### src/rtl/id_scoreboard_if.sv
// Decode-to-scoreboard bundle: issue descriptor and sources in, stall/forward selects out.
// Latency: pure wiring, no storage.
// Backpressure: stall travels slave->master in the same cycle as the issue fields.
interface id_scoreboard_if #(
  parameter int ADDR_W = 5,
  parameter int SEL_W  = 2
) ();
  logic              issue_valid;
  logic              issue_writes;
  logic [ADDR_W-1:0] issue_dest;
  logic              issue_is_load;
  logic [ADDR_W-1:0] src_a;
  logic [ADDR_W-1:0] src_b;
  logic              src_a_used;
  logic              src_b_used;
  logic              flush;
  logic              stall;
  logic [SEL_W-1:0]  fwd_sel_a;
  logic [SEL_W-1:0]  fwd_sel_b;
  logic              busy;

  // Decode stage drives the instruction and consumes the hazard verdict
  modport master (
    output issue_valid, issue_writes, issue_dest, issue_is_load,
    output src_a, src_b, src_a_used, src_b_used, flush,
    input  stall, fwd_sel_a, fwd_sel_b, busy
  );

  // Scoreboard samples the instruction and produces the hazard verdict
  modport slave (
    input  issue_valid, issue_writes, issue_dest, issue_is_load,
    input  src_a, src_b, src_a_used, src_b_used, flush,
    output stall, fwd_sel_a, fwd_sel_b, busy
  );
endinterface

### src/rtl/id_scoreboard.sv
// In-order pipeline scoreboard: tracks writers in EX..WB, picks forward sources, stalls load-use.
// Latency: stall/fwd_sel/busy are combinational from current inputs and entry state.
// Backpressure: stall=1 holds decode and inserts a bubble into entry 1.
// Optional macro ID_SCOREBOARD_PERF_EN adds perf_clear input and 32-bit stall_cycles counter.
module id_scoreboard #(
  parameter int DEPTH      = 3,
  parameter int ADDR_W     = 5,
  parameter int LOAD_READY = 2,
  parameter int SEL_W      = 2
) (
  input  logic          clock,
  input  logic          reset,
  id_scoreboard_if.slave sb
`ifdef ID_SCOREBOARD_PERF_EN
  ,
  input  logic          perf_clear,
  output logic [31:0]   stall_cycles
`endif
);

  // Entry k (1..DEPTH) describes the instruction k stages past decode
  logic [DEPTH:1]    ent_valid;
  logic [DEPTH:1]    ent_load;
  logic [ADDR_W-1:0] ent_dest [1:DEPTH];

  logic [DEPTH:1]    ent_rdy;
  logic [SEL_W-1:0]  sel_a;
  logic [SEL_W-1:0]  sel_b;
  logic              blk_a;
  logic              blk_b;
  logic              stall_int;
  logic              accept;

  // A load's result only exists once it reaches LOAD_READY; ALU results are ready from EX
  for (genvar k = 1; k <= DEPTH; k++) begin : g_rdy
    assign ent_rdy[k] = !ent_load[k] || (k >= LOAD_READY);
  end

  // Scan oldest to youngest so the youngest matching writer overrides older ones
  always_comb begin
    sel_a = '0;
    sel_b = '0;
    blk_a = 1'b0;
    blk_b = 1'b0;
    for (int k = DEPTH; k >= 1; k--) begin
      if (ent_valid[k] && sb.src_a_used && (sb.src_a != '0) && (ent_dest[k] == sb.src_a)) begin
        sel_a = ent_rdy[k] ? SEL_W'(k) : '0;
        blk_a = !ent_rdy[k];
      end
      if (ent_valid[k] && sb.src_b_used && (sb.src_b != '0) && (ent_dest[k] == sb.src_b)) begin
        sel_b = ent_rdy[k] ? SEL_W'(k) : '0;
        blk_b = !ent_rdy[k];
      end
    end
  end

  assign stall_int    = sb.issue_valid && (blk_a || blk_b);
  assign accept       = sb.issue_valid && sb.issue_writes && (sb.issue_dest != '0) && !stall_int;
  assign sb.stall     = stall_int;
  assign sb.fwd_sel_a = sel_a;
  assign sb.fwd_sel_b = sel_b;
  assign sb.busy      = |ent_valid;

  // Valid bits advance one stage per cycle; reset/flush wipe everything including the new entry
  always_ff @(posedge clock) begin
    if (reset || sb.flush) begin
      ent_valid <= '0;
    end else begin
      ent_valid <= {ent_valid[DEPTH-1:1], accept};
    end
  end

  // Payload shifts unconditionally; it is only ever qualified by the valid bits
  always_ff @(posedge clock) begin
    ent_dest[1] <= sb.issue_dest;
    ent_load    <= {ent_load[DEPTH-1:1], sb.issue_is_load};
    for (int k = 2; k <= DEPTH; k++) begin
      ent_dest[k] <= ent_dest[k-1];
    end
  end

`ifdef ID_SCOREBOARD_PERF_EN
  // Saturating count of stalled cycles; clearing takes priority over counting
  always_ff @(posedge clock) begin
    if (reset || perf_clear) begin
      stall_cycles <= '0;
    end else if (stall_int && (stall_cycles != 32'hFFFF_FFFF)) begin
      stall_cycles <= stall_cycles + 32'd1;
    end
  end
`endif

endmodule

### src/flat_wrapper.sv
// flat-port wrapper written by rule: the top's interface ports become plain ports
module id_scoreboard_flat 
#(
  parameter int DEPTH      = 3,
  parameter int ADDR_W     = 5,
  parameter int LOAD_READY = 2,
  parameter int SEL_W      = 2
)
  (clock, reset, sb_issue_valid, sb_issue_writes, sb_issue_dest, sb_issue_is_load, sb_src_a, sb_src_b, sb_src_a_used, sb_src_b_used, sb_flush, sb_stall, sb_fwd_sel_a, sb_fwd_sel_b, sb_busy);
  id_scoreboard_if #(.ADDR_W(ADDR_W), .SEL_W(SEL_W)) sb_i ();
  input  logic clock;
  input  logic reset;
  input wire logic [$bits(sb_i.issue_valid)-1:0] sb_issue_valid;
  input wire logic [$bits(sb_i.issue_writes)-1:0] sb_issue_writes;
  input wire logic [$bits(sb_i.issue_dest)-1:0] sb_issue_dest;
  input wire logic [$bits(sb_i.issue_is_load)-1:0] sb_issue_is_load;
  input wire logic [$bits(sb_i.src_a)-1:0] sb_src_a;
  input wire logic [$bits(sb_i.src_b)-1:0] sb_src_b;
  input wire logic [$bits(sb_i.src_a_used)-1:0] sb_src_a_used;
  input wire logic [$bits(sb_i.src_b_used)-1:0] sb_src_b_used;
  input wire logic [$bits(sb_i.flush)-1:0] sb_flush;
  output wire logic [$bits(sb_i.stall)-1:0] sb_stall;
  output wire logic [$bits(sb_i.fwd_sel_a)-1:0] sb_fwd_sel_a;
  output wire logic [$bits(sb_i.fwd_sel_b)-1:0] sb_fwd_sel_b;
  output wire logic [$bits(sb_i.busy)-1:0] sb_busy;
  assign sb_i.issue_valid = sb_issue_valid;
  assign sb_i.issue_writes = sb_issue_writes;
  assign sb_i.issue_dest = sb_issue_dest;
  assign sb_i.issue_is_load = sb_issue_is_load;
  assign sb_i.src_a = sb_src_a;
  assign sb_i.src_b = sb_src_b;
  assign sb_i.src_a_used = sb_src_a_used;
  assign sb_i.src_b_used = sb_src_b_used;
  assign sb_i.flush = sb_flush;
  assign sb_stall = sb_i.stall;
  assign sb_fwd_sel_a = sb_i.fwd_sel_a;
  assign sb_fwd_sel_b = sb_i.fwd_sel_b;
  assign sb_busy = sb_i.busy;
  id_scoreboard #(.DEPTH(DEPTH), .ADDR_W(ADDR_W), .LOAD_READY(LOAD_READY), .SEL_W(SEL_W)) u_core (.clock(clock), .reset(reset), .sb(sb_i));
endmodule
### config.mk
export PLATFORM = sky130hd
export DESIGN_NAME = id_scoreboard_flat
export DESIGN_NICKNAME = d
export VERILOG_FILES = /design/src/rtl/id_scoreboard_if.sv /design/src/rtl/id_scoreboard.sv /design/src/flat_wrapper.sv
export SDC_FILE = /design/constraint.sdc
export NUM_CORES = 1
export LEC_CHECK = 0
export ABC_AREA = 1
export BUFFER_PORTS_ARGS = -buffer_cell sky130_fd_sc_hd__buf_2
export CAP_MARGIN = 40
export CORE_ASPECT_RATIO = 0.6
export CORE_MARGIN = 10
export CORE_UTILIZATION = 52
export DETAILED_ROUTE_END_ITERATION = 8
export PLACE_DENSITY_LB_ADDON = 0.15
export SYNTH_ARGS = -nofsm -noshare
export SYNTH_HDL_FRONTEND = slang
export SYNTH_SLANG_ARGS = --single-unit
### constraint.sdc
create_clock -name clock -period 1.3 [get_ports clock]
set_input_delay 0 -clock clock [delete_from_list [all_inputs] [get_ports clock]]
set_output_delay 0 -clock clock [all_outputs]
set_load 0.01 [all_outputs]
==> impl_metrics.json <==
{
  "fin_crit_sh_pct": 110,
  "cts_buffers": 3,
  "vias": 1436,
  "min_path_type": "in2reg",
  "fin_cells": 279,
  "die_y_um": 56.7,
  "final_core_util_pct": 75.5,
  "synth-edff-count": 0,
  "fin_ws_ns": -0.130,
  "place_hpwl_mm": 2.70,
  "cpPeakStageDelay_ns": 0.38,
  "ys_async_sr_fraction_pct": 0,
  "grtUsageTotal_pct": 15.2,
  "rows": 13,
  "grt_pass1_vias": 1333,
  "clk_pin_slew_ns": 0.07,
  "synth-seq-cells": 19,
  "dieArea_um2": 4600,
  "dp_slack_ns": 0.0830,
  "finClkSkew_ns": 0.00291,
  "final_cell_mix": "68 x nand2_1, 28 x buf_2, 22 x inv_1, 22 x nor2_1, 15 x dfxtp_2",
  "syn_area_per_cell_um2": 5.74,
  "setup_viol": 5,
  "totalPowerFinal_mw": 1.32,
  "cap_violations": 0,
  "diodes": 0,
  "dpl.cell_count": 261,
  "max_slew_margin_pct": 82.9,
  "fin_crit_ns": 1.43,
  "cts_tree": "done",
  "clock_path_buffers": 2,
  "max_freq_mhz": 699,
  "crit_required_ns": 1.30,
  "detail_route.vias_per_cell": 5.15,
  "yosysSeqAreaShare_pct": 32.6,
  "cp.arrival_ns": 1.43,
  "worst-setup-path-type": "reg2out",
  "drc": 0,
  "dieWidth_um": 81.1,
  "grt_pass1_wl_mm": 5.66,
  "hold_viol_final": 0,
  "drt.antenna.violating_nets": 0,
  "antenna_found_initial": 0,
  "start_kind": "register",
  "fin_nets": 273,
  "synth_fp_nets": 226,
  "drv_slew": 0,
  "ys_types": 20,
  "design.core.area_um2": 2150,
  "place.gp.congestion": 0.995,
  "critPathSlowestCell": "dfxtp_4",
  "grt_max_degree": 12,
  "failed_checks": "negative setup slack",
  "synthToLayoutAreaGrowth_pct": 39.1,
  "root_buffer": "clkbuf_8",
  "clock_latency_ns": 0.26,
  "cpMostUsedCell": "nand2_2",
  "initial_utilization_pct": 54.3,
  "cellPowerDensity_nw_per_um2": 815,
  "cts.htree.levels": 1,
  "drt-initial-drc-count": 219,
  "mostFrequentLayoutCell": "nand2_1",
  "endpoint_kind": "output port",
  "p_leak_nw": 0.848,
  "io_buffers": 28,
  "r2r_setup_slack_ns": 0.10,
  "worstPathCellList": "inv_4, nand2_2, nand2_2, inv_2, nand2_2, nor2_4, nand2_2, clkinv_2, nand2_1, nand2_1, buf_2",
  "routedWlPerCell_um": 12.8,
  "synthCells": 203,
  "outcome": "finished with violations",
  "layout-drive-gt1-share_pct": 39.8,
  "grt.overflow.total": 0,
  "crit_path_max_fanout": 4,
  "irDropWorstVdd_mv": 0.774,
  "yosysWarnings": 0,
  "io_pins": 29,
  "synth-main-ff-cell": "dfxtp_1",
  "syn-cell-area_um2": 1170,
  "worstMarginPinSlew_ns": 0.256,
  "totalWireLength_mm": 3.58,
  "rsz0062_at_grt": "true",
  "cts.sinks": 19,
  "first_pass_iters": 4
}
worst max-delay path, delay by kind of cell, from the launching register on:
kind	cells	cell delay, ns
buf+inv	4	0.29
flops	1	0.38
simple gates	7	0.51
through the flow:
| stage | TNS (ns) | hold slack (ns) | cell area, um^2 |
|---|---|---|---|
| finish | -0.452 | 0.0164 | 1620 |
| global route | -0.960 | 0.0203 | 1620 |
| CTS | -0.404 | 0.00702 | 1550 |
| detailed placement | 0 | 0.104 | 1340 |
| global placement | 0 | 0.104 | 1340 |
| floorplan | 0 | 0.0277 | 1170 |
cell usage after synthesis (all sizes together) (2+ instances only):
cell type / n / area, um^2
nand2: 80 / 305
inv: 35 / 131
nor2: 32 / 135
dfxtp: 19 / 380
nand3: 13 / 70.1
o21ai: 8 / 40.0
nand4: 4 / 25.0
a21oi: 3 / 18.8
clkinv: 3 / 12.5
a21boi: 2 / 18.8
xnor2: 2 / 17.5
power by group:
| part | switching, mW | leakage [nW] | internal [mW] |
|---|---|---|---|
| Combinational | 0.153 | 0.661 | 0.112 |
| Clock | 0.201 | 0.0255 | 0.213 |
| Sequential | 0.0303 | 0.162 | 0.612 |
metal layers:
layer	up-vias	wire length, um	global-route usage [%]
li1	704	-	-
met5	-	0	0
met3	10	414	5.71
met4	0	68	3.44
met2	80	1610	23.2
met1	642	1490	19.6
worst paths after layout:
check                                       from                        endpoint  cells past startpoint
setup / recovery   u_core.ent_dest[0][8]$_DFF_P_                 sb_fwd_sel_a[0]                     11
hold / removal                          sb_flush  u_core.ent_valid[2]$_SDFF_PP0_                      4
setup reg to reg   u_core.ent_dest[0][8]$_DFF_P_  u_core.ent_valid[1]$_SDFF_PP0_                      9
hold reg to reg   u_core.ent_dest[0][13]$_DFF_P_  u_core.ent_dest[0][18]$_DFF_P_                      0
what timing repair did:
item,in CTS,in global routing
pin swaps,8,17
hold buffers,10,0
endpoints found under the setup margin,5,7
gates resized for setup,29,23
gates cloned,0,0
endpoints found under the hold margin,9,0
buffers inserted,3,2
state kept, by name, indices dropped and copies added, names as in the netlist:
signal	flops
u_core.ent_dest	15
u_core.ent_load	1
u_core.ent_valid	3
kinds of logic (layout without fill, tap and decap cells):
group,Yosys count,after routing,share of synthesized area [%]
buf+inv,38,84,12.3
compound gates,14,14,7.19
flops,19,19,32.6
xor+xnor,2,2,1.50
simple gates,130,130,46.4
layout make-up:
class	instances	area, um^2
Clock buffer	3	41.3
Clock inverter	1	5.00
Inverter	38	146
Timing Repair Buffer	42	272
Multi-Input combinational cell	146	709
Fill cell	169	526
Sequential cell	19	410
Tap cell	30	37.5
Power figures use the tool's default switching activity.
